`config.mk`:
```
export PLATFORM = sky130hd
export DESIGN_NAME = countdown_timer
export DESIGN_NICKNAME = d
export VERILOG_FILES = /design/src/rtl/timer_pkg.sv /design/src/rtl/countdown_digit.sv /design/src/rtl/countdown_timer.sv
export SDC_FILE = /design/constraint.sdc
export NUM_CORES = 1
export LEC_CHECK = 0
export ABC_AREA = 1
export BUFFER_PORTS_ARGS = -buffer_cell sky130_fd_sc_hd__buf_4
export CORE_UTILIZATION = 60
export DETAILED_ROUTE_END_ITERATION = 12
export GPL_TIMING_DRIVEN = 0
export PLACE_DENSITY = 0.8
export SYNTH_ARGS = -nofsm -noshare
export SYNTH_HDL_FRONTEND = slang
export SYNTH_SLANG_ARGS = --single-unit
```
`constraint.sdc`:
```
create_clock -name clk -period 3.1 [get_ports clk]
set_clock_uncertainty 0.1 [all_clocks]
set_input_delay 0.31 -clock clk [delete_from_list [all_inputs] [get_ports clk]]
set_output_delay 0.31 -clock clk [all_outputs]
set_load 0.02 [all_outputs]
```
`src/rtl/timer_pkg.sv`:
```
// Shared constants for the MM:SS.cc countdown timer: state encoding, digit
// moduli, BCD field offsets and a preset validity helper.
package timer_pkg;

  typedef enum logic [1:0] {
    ST_IDLE  = 2'd0,
    ST_RUN   = 2'd1,
    ST_PAUSE = 2'd2,
    ST_DONE  = 2'd3
  } state_t;

  localparam int NUM_DIGITS = 6;

  localparam int MOD_C1  = 10;
  localparam int MOD_C10 = 10;
  localparam int MOD_S1  = 10;
  localparam int MOD_S10 = 6;
  localparam int MOD_M1  = 10;
  localparam int MOD_M10 = 10;

  localparam int OFF_C1  = 0;
  localparam int OFF_C10 = 4;
  localparam int OFF_S1  = 8;
  localparam int OFF_S10 = 12;
  localparam int OFF_M1  = 16;
  localparam int OFF_M10 = 20;

  // Digit index 0 is C1 (least significant), index 5 is M10.
  function automatic int digit_mod(input int idx);
    case (idx)
      0:       return MOD_C1;
      1:       return MOD_C10;
      2:       return MOD_S1;
      3:       return MOD_S10;
      4:       return MOD_M1;
      default: return MOD_M10;
    endcase
  endfunction

  function automatic logic bcd_valid(input logic [23:0] v);
    logic ok;
    ok = (v[OFF_C1  +: 4] <= 4'd9) && (v[OFF_C10 +: 4] <= 4'd9) &&
         (v[OFF_S1  +: 4] <= 4'd9) && (v[OFF_S10 +: 4] <= 4'd5) &&
         (v[OFF_M1  +: 4] <= 4'd9) && (v[OFF_M10 +: 4] <= 4'd9);
    return ok;
  endfunction

endpackage

```
`src/rtl/countdown_digit.sv`:
```
// One BCD digit of the countdown chain: loadable, decrements with wrap
// to the digit maximum (MOD-1) and raises borrow_out when it wraps so the
// next digit decrements.
module countdown_digit #(
  parameter int MOD = 10
) (
  input  logic       clk,
  input  logic       reset_n,
  input  logic       load,
  input  logic [3:0] load_val,
  input  logic       dec_en,
  output logic [3:0] q,
  output logic       borrow_out
);

  assign borrow_out = dec_en && (q == 4'd0);

  always_ff @(posedge clk or negedge reset_n) begin
    if (!reset_n) begin
      q <= 4'd0;
    end else if (load) begin
      q <= load_val;
    end else if (dec_en) begin
      q <= (q == 4'd0) ? 4'(MOD - 1) : q - 4'd1;
    end
  end

endmodule

```
`src/rtl/countdown_timer.sv`:
```
// Presettable MM:SS.cc countdown timer driven by a 100 Hz tick enable.
// Optional build macro COUNTDOWN_AUTO_RELOAD_EN: reload preset on expiry and keep running.
module countdown_timer
  import timer_pkg::*;
#(
  parameter int ALARM_TICKS = 300,
  parameter int ALARM_W     = 9
) (
  input  logic        clk,
  input  logic        reset_n,
  input  logic        tick_100hz,
  input  logic        btn_start,
  input  logic        btn_clear,
  input  logic        load,
  input  logic [23:0] preset_bcd,
  output logic [23:0] digits_bcd,
  output logic        running,
  output logic        expired,
  output logic        alarm,
  output logic        load_err
);

`ifdef COUNTDOWN_AUTO_RELOAD_EN
  localparam bit AUTO_RELOAD = 1'b1;
`else
  localparam bit AUTO_RELOAD = 1'b0;
`endif

  localparam logic [ALARM_W-1:0] ALARM_LAST = ALARM_W'(ALARM_TICKS - 1);

  state_t             state;
  logic [23:0]        preset_q;
  logic [ALARM_W-1:0] alarm_cnt;

  logic        digit_load;
  logic [23:0] load_val;
  logic        dec;
  logic [5:0]  dec_chain;
  logic [5:0]  borrow;
  logic        unused_borrow;

  logic count_zero;
  logic count_le1;
  logic load_ok;
  logic reload_now;

  assign count_zero = (digits_bcd == 24'd0);
  // Count is 0 or 1 exactly when every digit above C1 is zero and C1 <= 1.
  assign count_le1  = (digits_bcd[23:1] == 23'd0);
  assign load_ok    = ((state == ST_IDLE) || (state == ST_PAUSE)) && bcd_valid(preset_bcd);
  assign reload_now = AUTO_RELOAD && (preset_q != 24'd0);

  // Digit controls follow the input priority clear > load > start > tick.
  always_comb begin
    digit_load = 1'b0;
    load_val   = preset_q;
    dec        = 1'b0;
    if (btn_clear) begin
      digit_load = 1'b1;
    end else if (load) begin
      if (load_ok) begin
        digit_load = 1'b1;
        load_val   = preset_bcd;
      end
    end else if (btn_start) begin
      if (state == ST_DONE) digit_load = 1'b1;
    end else if (tick_100hz && (state == ST_RUN)) begin
      if (count_le1) begin
        digit_load = 1'b1;
        load_val   = reload_now ? preset_q : 24'd0;
      end else begin
        dec = 1'b1;
      end
    end
  end

  assign dec_chain     = {borrow[4:0], dec};
  assign unused_borrow = borrow[5];

  for (genvar i = 0; i < NUM_DIGITS; i++) begin : g_digit
    countdown_digit #(.MOD(digit_mod(i))) u_digit (
      .clk        (clk),
      .reset_n    (reset_n),
      .load       (digit_load),
      .load_val   (load_val[4*i +: 4]),
      .dec_en     (dec_chain[i]),
      .q          (digits_bcd[4*i +: 4]),
      .borrow_out (borrow[i])
    );
  end

  always_ff @(posedge clk or negedge reset_n) begin
    if (!reset_n) begin
      state     <= ST_IDLE;
      preset_q  <= 24'd0;
      alarm_cnt <= '0;
      running   <= 1'b0;
      expired   <= 1'b0;
      alarm     <= 1'b0;
      load_err  <= 1'b0;
    end else begin
      expired  <= 1'b0;
      load_err <= 1'b0;
      if (btn_clear) begin
        state     <= ST_IDLE;
        running   <= 1'b0;
        alarm     <= 1'b0;
        alarm_cnt <= '0;
      end else if (load) begin
        if (load_ok) preset_q <= preset_bcd;
        else         load_err <= 1'b1;
      end else if (btn_start) begin
        case (state)
          ST_IDLE: begin
            if (!count_zero) begin
              state   <= ST_RUN;
              running <= 1'b1;
            end
          end
          ST_RUN: begin
            state   <= ST_PAUSE;
            running <= 1'b0;
          end
          ST_PAUSE: begin
            state   <= ST_RUN;
            running <= 1'b1;
          end
          default: begin
            state     <= ST_IDLE;
            running   <= 1'b0;
            alarm     <= 1'b0;
            alarm_cnt <= '0;
          end
        endcase
      end else if (tick_100hz) begin
        if ((state == ST_RUN) && count_le1) begin
          expired <= 1'b1;
          if (!reload_now) begin
            state     <= ST_DONE;
            running   <= 1'b0;
            alarm     <= (ALARM_TICKS != 0);
            alarm_cnt <= '0;
          end
        end else if ((state == ST_DONE) && alarm) begin
          alarm_cnt <= alarm_cnt + 1'b1;
          if (alarm_cnt == ALARM_LAST) alarm <= 1'b0;
        end
      end
    end
  end

endmodule

```
**After elaboration in Yosys (flattened, before gate mapping)**

Index checks and enable logic that the tools add are counted.

- Output and inout port bits: 28
- Register bits: 63
- Input port bits: 30

- Mux-type cells: 73
- Equality and inequality tests: 7
- Bitwise operators: 1
- Reduce and logical (&&, ||, !) cells: 39
- Magnitude comparators: 6
- $add $sub $neg: 7

Operator list:

| operator | number |
|---|---|
| 24-bit 2-to-1 mux | 6 |
| 4-bit 2-to-1 mux | 18 |
| 9-bit 2-to-1 mux | 7 |
| 1-bit 2-to-1 mux | 34 |
| 24-bit zero test | 1 |
| 4-bit zero test | 6 |
| 4-bit by 1-bit subtractor with 4-bit output (second input constant) | 6 |
| 23-bit zero test | 1 |
| 4-bit less-or-equal comparator (second input constant) | 5 |
| 1-bit logical AND | 14 |
| 2-bit 2-to-1 mux | 6 |
| 2-bit nonzero test | 6 |
| 9-bit by 1-bit adder with 9-bit output (second input constant) | 1 |
| 9-bit == test (second input constant) | 1 |
| 4-bit AND reduction | 2 |
| 4-bit nonzero test | 2 |
| 2-bit one-hot mux with 3 select lines | 1 |
| 3-bit nonzero test | 2 |
| 5-bit AND reduction | 1 |
| 2-bit == test (second input constant) | 2 |
| 4-bit by 3-bit less-or-equal comparator with 1-bit output (second input constant) | 1 |
| 4-bit inequality test (second input constant) | 1 |
| 3-bit by 2-bit inequality test with 1-bit output (second input constant) | 1 |
| 3-bit OR reduction | 1 |
| 7 further kinds | 7 |

**Logic depth before layout (Yosys ltp)**

Gate-level depths: netlist (run 1).

- Depth after elaboration: 13
- Depth in mapped cells: 14

**Hierarchy**

From an unflattened synthesis (run 1), not the netlist that was laid out.

- Cells, all modules: 589
- Area total of the unflattened synthesis: 3,996.3 um^2

By module, submodules not included:

| module | area each (um^2) | cells an instance | instances |
|---|---|---|---|
| countdown_timer | 2,561.2 | 373 | 1 |
| countdown_digit (g_digit[0].u_digit ...) | 244.0 | 37 | 5 |
| countdown_digit (g_digit[3].u_digit) | 215.2 | 31 | 1 |

**Worst setup path before layout (run 1)**

Ideal clock, no wire load.

- Path kind: reg-to-reg
- Start: register g_digit[3].u_digit.q[0]
- End: register g_digit[5].u_digit.q[2]
- Cell stages (with the launch flop): 14
- Path buffers: 1
- Slack: 1,227 ps
- Library setup time: 117 ps
- Clock period less this slack: 1,873 ps
- Data arrival time: 1,657 ps
- Cells stage by stage: dfrtp_1 -> nor2_2 -> nand2_2 -> nor2_4 -> nand2_1 -> nor2_1 -> nand3_1 -> nand2_2 -> nand2_4 -> buf_6 -> nand2_1 -> nand2_1 -> nand2_1 -> nand2_1

- Word-level cells in the longest chain between the ends: 12
- Elaborated cells on any way between the ends: 24
- Those cells by class: 16 x mux; 8 x reduce/logical

Ends and longest elaborated chain:

| item | RTL line | text |
|---|---|---|
| from (decl) | countdown_digit.sv:12 | `output logic [3:0] q,` |
| from (signal assigned) | countdown_digit.sv:22 | `q <= load_val;` |
| from (signal assigned) | countdown_digit.sv:24 | `q <= (q == 4'd0) ? 4'(MOD - 1) : q - 4'd1;` |
| 23-bit zero test | countdown_timer.sv:49 | `assign count_le1 = (digits_bcd[23:1] == 23'd0);` |
| 1-bit 2-to-1 mux | countdown_timer.sv:68 | `if (count_le1) begin` |
| 1-bit 2-to-1 mux | countdown_timer.sv:67 | `end else if (tick_100hz && (state == ST_RUN)) begin` |
| 1-bit 2-to-1 mux | countdown_timer.sv:65 | `end else if (btn_start) begin` |
| 1-bit 2-to-1 mux | countdown_timer.sv:60 | `end else if (load) begin` |
| 1-bit 2-to-1 mux | countdown_timer.sv:58 | `if (btn_clear) begin` |
| 1-bit logical AND (5 in series) | countdown_digit.sv:16 | `assign borrow_out = dec_en && (q == 4'd0);` |
| 2-bit nonzero test (no source line) | - |  |
| to (signal assigned) | countdown_digit.sv:22 |  |
| to (signal assigned) | countdown_digit.sv:24 |  |
| to (decl) | countdown_digit.sv:12 |  |

Several ways; a longest one is shown, not always the timed one.
A chain may end at the register's enable or synchronous reset.

**Worst setup path after layout (run 1)**

- Start: register state[0]
- End: register g_digit[3].u_digit.q[2]

- Word-level cells in the longest chain between the ends: 10
- Elaborated cells on any way between the ends: 27
- Those cells by class: 3 x eq/ne; 16 x mux; 8 x reduce/logical

Ends and longest elaborated chain:

| item | RTL line | text |
|---|---|---|
| from (decl) | countdown_timer.sv:31 | `state_t state;` |
| from (signal assigned) | countdown_timer.sv:94 | `state <= ST_IDLE;` |
| from (signal assigned) | countdown_timer.sv:105 | `state <= ST_IDLE;` |
| from (signal assigned) | countdown_timer.sv:116 | `state <= ST_RUN;` |
| 2-bit by 1-bit == test with 1-bit output | countdown_timer.sv:67 |  |
| 1-bit logical AND | countdown_timer.sv:67 |  |
| 1-bit 2-to-1 mux | countdown_timer.sv:67 |  |
| 1-bit 2-to-1 mux | countdown_timer.sv:65 |  |
| 1-bit 2-to-1 mux | countdown_timer.sv:60 |  |
| 1-bit 2-to-1 mux | countdown_timer.sv:58 |  |
| 1-bit logical AND (3 in series) | countdown_digit.sv:16 |  |
| 2-bit nonzero test (no source line) | - |  |

Several ways; a longest one is shown, not always the timed one.

==> flow_metrics.env, run 1 <==
export IMPL_critPathSlowestCell="dfrtp_1"
export IMPL_critical_path_top_delay_family="simple AND/OR/NAND/NOR gates"
export IMPL_slew_violations=0
export IMPL_first_global_vias=3789
export IMPL_initial_core_util=0.6182
export IMPL_finalNetCount=728
export IMPL_relSlewSlack=0.4554
export IMPL_synth_area_leader_cell="dfrtp_1"
export IMPL_syn_inst=628
export IMPL_slowest_delay_ps=440
export IMPL_r2r_start="state[0]$_DFFE_PN0P_"
export IMPL_maxClockFrequency_ghz=0.4469
export IMPL_grt_overflow_total=0
export IMPL_syn_area_um2=4200
export IMPL_grt_pass1_wl_mm=17.90
export IMPL_hpwl_mm=8.267
export IMPL_cp_num_buf_inv=1
export IMPL_synthTopCellsByArea="dfrtp_1, nand2_1, nand3_1, inv_1, o21ai_0"
export IMPL_critPathCaptureType="flop"
export IMPL_switching_power_mw=1.061
export IMPL_die_h_um=85.67
export IMPL_min_to="preset_q[0]$_DFFE_PN0P_"
export IMPL_core_area_um2=6794
export IMPL_setup_tns_ps=0
export IMPL_rrSetupSlack_ps=860
export IMPL_place_gp_congestion=0.8937
export IMPL_crit_arrival_ps=2380
export IMPL_yosysWarnings=0
export IMPL_drt_iter0_markers=291
export IMPL_grt_start_max_net_pins=64
export IMPL_cts_buffers=9
export IMPL_wl_per_cell_um=13.86
export IMPL_drv_cap=0
export IMPL_die_w_um=85.67
export IMPL_synth_top_area_frac=0.3753
export IMPL_diodes=0
export IMPL_clkLatencyLatePin_ps=340
export IMPL_tightest_slew_ps=816.9
export IMPL_port_buffer_count=57
export IMPL_wl_met1_mm=4.806
export IMPL_syn_num_nets=659
export IMPL_r2r_end="g_digit[3].u_digit.q[2]$_DFFE_PN0P_"
export IMPL_drcViolationCount=0
export IMPL_fin_hold_ws_ps=84.23
export IMPL_leakagePower_nw=2.591
export IMPL_peakVddDrop_v=0.0002943
export IMPL_min_period_ps=2238
export IMPL_run_status="finished, final reports clean"
export IMPL_finalCritPeriodShare=0.7219
export IMPL_setup_viol=0
export IMPL_p_seq_frac=0.413
export IMPL_cp_max_fo=10
export IMPL_track_usage=0.3168
export IMPL_clk_path_buf_depth=2
export IMPL_via_count=4345
export IMPL_ctsHtreeMaxLevel=3
export IMPL_met3WireLength_um=633
export IMPL_r2r_cells=10
export IMPL_clock_sinks=63
export IMPL_cts_tree="done"
export IMPL_antenna_found_initial=0
export IMPL_cts_root_buf="clkbuf_8"
export IMPL_row_count=30
export IMPL_yosysSeqAreaShare=0.3753
export IMPL_cp_data_required_time_ps=3240
export IMPL_intPower_mw=1.654
export IMPL_cts_resized=0
export IMPL_start_kind="flop"
export IMPL_drive_gt1_frac=0.1667
export IMPL_p_sw_frac=0.3908
export IMPL_p_comb_frac=0.347
export IMPL_pre_cts_ws_ps=912.2
export IMPL_viasPerCell=5.445
export IMPL_area_growth_synth_to_final_pct=17.46
export IMPL_ys_ff_latch=63
export IMPL_p_per_area_nw_per_um2=550.4
export IMPL_clkPwrFrac=0.240
export IMPL_clk_pin_slew_worst_paths_ps=70
export IMPL_drt_pass1_iter_count=5
export IMPL_synth_area_per_cell_um2=6.688
export IMPL_hold_class="in2reg"
export IMPL_dr_wl_met2_mm=5.357
export IMPL_crit_type="reg2reg"
export IMPL_hold_start="preset_bcd[0]"
export IMPL_placed_cells=781
export IMPL_die_area_um2=7339
export IMPL_drt_wl_total_mm=11.06
export IMPL_crit_chain="nor2_1 -> nand2_1 -> a21oi_2 -> nand3_1 -> buf_2 -> o21ai_0 -> or2_2 -> nand3_1 -> nand2_1 -> nand2_1"
export IMPL_top_layer="met4"
export IMPL_antenna_left=0
export IMPL_io_pins=58
export IMPL_final_cells=798
export IMPL_yosysUniqueCellTypes=39
export IMPL_rsz0062_at_grt="false"
export IMPL_hold_path_depth=3
export IMPL_fin_ws_ps=862.1
export IMPL_crit_path_frequent_cell="nand2_1"
export IMPL_hold_viol=0
==> power by group through the flow <==
stage	logic, mW	registers (mW)	clock network [mW]
finish	0.943	1.12	0.652
global route	1.05	1.14	0.695
CTS	0.936	1.12	0.660
detailed placement	0.930	1.13	0
global placement	0.901	1.12	0
floorplan	0.525	1.20	0
==> layout make-up <==
class | count | area [µm²]
Clock buffer | 12 | 155.1
Buffer | 21 | 125.1
Fill cell | 568 | 1861
Tap cell | 96 | 120.1
Inverter | 80 | 301.5
Sequential cell | 63 | 1577
Multi-Input combinational cell | 464 | 2197
Timing Repair Buffer | 58 | 437.9
Clock inverter | 4 | 20.02
==> cell families (layout without fill, tap and decap cells) <==
kind of cell,count (synthesis),count (layout),synth area share
AO/OA/AOI/OAI,79,79,0.1001
flip-flops,63,63,0.3753
XOR/XNOR,11,11,0.02294
AND/OR/NAND/NOR,373,373,0.3971
buffers and inverters,101,175,0.1016
adder cells (fa/ha/maj),1,1,0.002978
==> layer usage <==
layer | vias up | global-route usage
met3 | 25 | 0.04524
li1 | 2137 | -
met2 | 169 | 0.5360
met5 | - | 0
met1 | 2014 | 0.4142
met4 | 0 | 0.1182
==> worst register-to-register path, cell delays in order (launching register included) <==
cell     delay [ps]
dfrtp_1         440
nor2_1          200
nand2_1         140
a21oi_2         180
nand3_1         180
buf_2           250
o21ai_0         230
or2_2           160
nand3_1         130
nand2_1         100
nand2_1          50
==> synthesized netlist by cell type (all sizes together) <==
master and count:
o211ai 2, buf 10, nand2 198, or2 6
o21bai 1, nor4 3, xor2 10, inv 77
nand4 6, a21oi 14, a21boi 1, dfrtp 63
clkbuf 11, nand3 84, nor3 5, nor2 69
xnor2 1, nand3b 1, o21ai 61, clkinv 3
ha 1, nor3b 1
==> cell usage in the layout (no fill, tap or decap), types with 3 or more instances in the layout <==
cell and n:
nand4_1 5, a21oi_1 13, nand2_1 192, buf_6 5, inv_2 7, nor2_4 3, clkbuf_1 12, nor3_1 4
inv_1 70, nor2_1 59, xor2_1 10, buf_2 4, or2_2 4, buf_4 58, o21ai_0 47, clkinv_2 5
dfrtp_1 63, nand2_2 4, nor2_2 7, o21ai_1 13, clkbuf_8 11, nor4_1 3, nand3_1 82
==> through the flow <==
step / cell area [µm²] / util / power, mW
after floorplan: 4200 / - / 1.722
after global placement: 4748 / 0.6989 / 2.024
after detailed placement: 4748 / 0.6989 / 2.062
after CTS: 4933 / 0.7262 / 2.713
after global routing: 4933 / 0.7262 / 2.888
final: 4933 / 0.7262 / 2.715
==> worst max path at each step <==
stage	startpoint	end	slack, ps	depth (start not counted)
6_report	state[0]$_DFFE_PN0P_	g_digit[3].u_digit.q[2]$_DFFE_PN0P_	860	10
5_1_grt	state[0]$_DFFE_PN0P_	g_digit[4].u_digit.q[3]$_DFFE_PN0P_	700	13
4_1_cts	state[0]$_DFFE_PN0P_	g_digit[3].u_digit.q[2]$_DFFE_PN0P_	900	10
3_5_place_dp	state[0]$_DFFE_PN0P_	g_digit[3].u_digit.q[2]$_DFFE_PN0P_	910	13
3_3_place_gp	state[0]$_DFFE_PN0P_	g_digit[3].u_digit.q[2]$_DFFE_PN0P_	900	13
2_1_floorplan	g_digit[3].u_digit.q[0]$_DFFE_PN0P_	g_digit[5].u_digit.q[2]$_DFFE_PN0P_	1230	13
==> sequential cells by signal (all words and copies together), names as in the netlist <==
register           cells
expired                1
preset_q              24
running                1
alarm                  1
load_err               1
state                  2
g_digit.u_digit.q     24
alarm_cnt              9
==> what timing repair did <==
action	CTS	global route
hold buffers	1	0
setup endpoints to repair	0	0
hold endpoints to repair	56	0
buffers inserted	0	0
Note: power is estimated with default switching activity, not from simulation.
==> inputs of run 2 (changes only) <==
--- a/config.mk
+++ b/config.mk
@@ -5,12 +5,12 @@
 export SDC_FILE = /design/constraint.sdc
 export NUM_CORES = 1
 export LEC_CHECK = 0
-export ABC_AREA = 1
+export ABC_AREA = 0
 export BUFFER_PORTS_ARGS = -buffer_cell sky130_fd_sc_hd__buf_4
-export CORE_UTILIZATION = 60
+export CORE_UTILIZATION = 51
 export DETAILED_ROUTE_END_ITERATION = 12
 export GPL_TIMING_DRIVEN = 0
-export PLACE_DENSITY = 0.8
+export PLACE_DENSITY = 0.73
 export SYNTH_ARGS = -nofsm -noshare
 export SYNTH_HDL_FRONTEND = slang
 export SYNTH_SLANG_ARGS = --single-unit
==> constraint.sdc (replaced) <==
create_clock -name clk -period 1.83 [get_ports clk]
set_clock_uncertainty 0.1 [all_clocks]
set_input_delay 0.183 -clock clk [delete_from_list [all_inputs] [get_ports clk]]
set_output_delay 0.183 -clock clk [all_outputs]
set_load 0.02 [all_outputs]
==> flow_metrics.env, run 2 <==
export IMPL_critPathCaptureType="flop"
export IMPL_row_count=29
export IMPL_tightest_slew_ps=839.1
export IMPL_p_per_area_nw_per_um2=892.5
export IMPL_layout_commonest_cell="buf_4"
export IMPL_finalNetCount=505
export IMPL_cp_max_fo=8
export IMPL_syn_inst=336
export IMPL_synth_edff_count=0
export IMPL_grt_overflow_total=0
export IMPL_drt_iter0_markers=313
export IMPL_r2r_end="g_digit[4].u_digit.q[1]$_DFFE_PN0P_"
export IMPL_synth_area_leader_cell="dfrtp_1"
export IMPL_io_pins=58
export IMPL_slowest_delay_ps=540
export IMPL_fin_hold_ws_ps=4.110
export IMPL_grt_pass1_wl_mm=18.89
export IMPL_drt_wl_total_mm=12.76
export IMPL_fin_ws_ps=-784.6
export IMPL_slew_violations=0
export IMPL_hpwl_mm=6.058
export IMPL_cp_data_required_time_ps=1950
export IMPL_die_h_um=84.65
export IMPL_hold_viol=0
export IMPL_crit_chain="buf_4 -> nor4_4 -> nand4b_1 -> or3_4 -> or4_4 -> mux2i_1 -> mux2i_1"
export IMPL_nFillCells=299
export IMPL_crit_type="reg2reg"
export IMPL_crit_path_frequent_cell="mux2i_1"
export IMPL_peakVddDrop_v=0.0006122
export IMPL_hold_path_depth=2
export IMPL_crit_end="g_digit[4].u_digit.q[1]$_DFFE_PN0P_"
export IMPL_synth_top_area_frac=0.4526
export IMPL_total_power_mw=4.957
export IMPL_die_area_um2=7165
export IMPL_yosysUniqueCellTypes=54
export IMPL_syn_num_nets=367
export IMPL_syn_area_um2=3483
export IMPL_viasPerCell=6.511
export IMPL_drv_cap=0
export IMPL_synthArstFlopShare=1.000
export IMPL_multi_input_area_um2=2271
export IMPL_yosysWarnings=0
export IMPL_hold_class="in2reg"
export IMPL_crit_start="g_digit[2].u_digit.q[1]$_DFFE_PN0P_"
export IMPL_maxClockFrequency_ghz=0.3825
export IMPL_ys_ff_latch=63
export IMPL_reg_top3="g_digit.u_digit.q: 24 flops, preset_q: 24 flops, alarm_cnt: 9 flops"
export IMPL_via_count=3620
export IMPL_cts_root_buf="clkbuf_8"
export IMPL_clkLatencyLatePin_ps=350
export IMPL_synth_adder_area_share=0.003592
export IMPL_antenna_found_initial=0
export IMPL_synth_compound_area_share=0.1598
export IMPL_cts_buffers=9
export IMPL_area_growth_synth_to_final_pct=59.45
export IMPL_violations="setup timing"
export IMPL_r2r_start="g_digit[2].u_digit.q[1]$_DFFE_PN0P_"
export IMPL_antenna_left=0
export IMPL_wl_per_cell_um=22.95
export IMPL_critPathSlowestCell="or4_4"
export IMPL_rsz0062_at_grt="true"
export IMPL_track_usage=0.3477
export IMPL_run_status="complete, but fails checks"
export IMPL_place_gp_congestion=0.7736
export IMPL_min_period_ps=2615
export IMPL_drive_gt1_frac=0.4843
export IMPL_synthTopCellsByArea="dfrtp_1, mux2_2, mux2i_1, a22oi_1, o21ai_0"
export IMPL_yosys_most_used_dff="dfrtp_1"
export IMPL_muxShareOfSynthArea=0.1469
export IMPL_drcViolationCount=0
export IMPL_synth_top_family_by_area="simple AND/OR/NAND/NOR gates"
export IMPL_port_buffer_count=55
export IMPL_synth_xor_area_frac=0.02263
export IMPL_clk_path_buf_depth=2
export IMPL_crit_arrival_ps=2730
export IMPL_drt_pass1_iter_count=7
export IMPL_synth_commonest_cells="dfrtp_1, mux2_2, a22oi_1, mux2i_1"
export IMPL_synth_area_per_cell_um2=10.37
export IMPL_setup_viol=61
export IMPL_clk_pin_slew_worst_paths_ps=80
export IMPL_diodes=0
export IMPL_clock_sinks=63
export IMPL_mostFrequentLayoutCells="buf_4, dfrtp_1, mux2_4, mux2i_1, dlygate4sd3_1"
export IMPL_start_kind="flop"
export IMPL_die_w_um=84.65
export IMPL_seqCellArea_um2=1587
export IMPL_ctsHtreeMaxLevel=3
export IMPL_core_area_um2=6459
export IMPL_grt_start_max_net_pins=64
export IMPL_relSlewSlack=0.4406
export IMPL_synth_simple_area_share=0.1843
export IMPL_rrSetupSlack_ps=-780
export IMPL_cts_tree="done"
export IMPL_r2r_cells=7
export IMPL_yosysMostFrequentCell="dfrtp_1"
export IMPL_first_global_vias=3601
export IMPL_leakagePower_nw=2.442
export IMPL_yosysSeqAreaShare=0.4526
export IMPL_initial_core_util=0.5393
export IMPL_finalCritPeriodShare=1.429
run 2: changes by cell type after synthesis, sizes merged, moves of 8 or more:
cell | previous run | this run
xor2 | 10 | 2
nand2 | 198 | 11
mux2 | 0 | 25
nor2 | 69 | 18
nor3 | 5 | 17
or3 | 0 | 14
mux2i | 0 | 23
a22oi | 0 | 23
o21ai | 61 | 19
nand3 | 84 | 1
inv | 77 | 5
run 2: worst min path at each step:
stage | from | endpoint | slack (ps)
after floorplan | reset_n | alarm$_DFFE_PN0P_ | -210
after global placement | reset_n | state[0]$_DFFE_PN0P_ | 220
after detailed placement | reset_n | state[0]$_DFFE_PN0P_ | 220
after CTS | preset_bcd[23] | preset_q[23]$_DFFE_PN0P_ | 8
after global routing | preset_bcd[14] | preset_q[14]$_DFFE_PN0P_ | 10
final | preset_bcd[14] | preset_q[14]$_DFFE_PN0P_ | 4
run 2: cells by family after synthesis:
logic type / after synthesis
AOI/OAI and AO/OA: 82
buffers and inverters: 25
muxes: 48
and+or+nand+nor: 108
xor gates and xnor gates: 9
DFF: 63
adders and majority gates: 1
run 2: worst max-delay path, delay by kind of cell, from the launching register on:
family | cells | cell delay, ps
buf+inv | 1 | 150
flops | 1 | 410
mux | 2 | 280
simple gates | 4 | 1530
run 2: final cells by class:
cell class                      count  share of cell area
Clock inverter                      6             0.01509
Timing Repair Buffer              131              0.2147
Multi-Input combinational cell    248              0.4089
Buffer                             16             0.03199
Sequential cell                    63              0.2856
Inverter                            5            0.003379
Tap cell                           77             0.01735
Clock buffer                       10             0.02298
run 2: timing repair:
| action | in CTS | in global routing |
|---|---|---|
| resized for setup | 112 | 37 |
| hold buffers | 21 | 1 |
| endpoints found under the hold margin | 83 | 1 |
| setup buffers | 37 | 15 |
| gates cloned | 6 | 0 |
| pin swaps | 25 | 16 |
| endpoints found under the setup margin | 61 | 62 |
run 2: report_power, final:
| group | internal (mW) | total, mW | switching (mW) |
|---|---|---|---|
| sequential | 1.59 | 1.85 | 0.253 |
| clock | 0.766 | 1.36 | 0.596 |
| combinational | 0.852 | 1.75 | 0.898 |
run 2: metrics by stage:
step                      area (µm²)  TNS [ps]  setup WS [ps]    util  cells
after floorplan                 3580    -14780         -576.6       -    336
after global placement          4089    -27910         -842.8  0.6331    468
after detailed placement        4089    -29820         -923.1  0.6331    468
after CTS                       5364    -22960         -625.1  0.8305    547
after global routing            5554    -30360         -795.6  0.8599    556
final                           5554    -27450         -784.6  0.8599    556
run 2: per-layer routing:
metal | vias to the layer above | track usage | wire length [µm]
li1 | 1553 | - | -
met1 | 1822 | 0.4392 | 5100
met2 | 196 | 0.5824 | 6332
met3 | 49 | 0.06981 | 868
met4 | 0 | 0.1510 | 458
met5 | - | 0 | 0
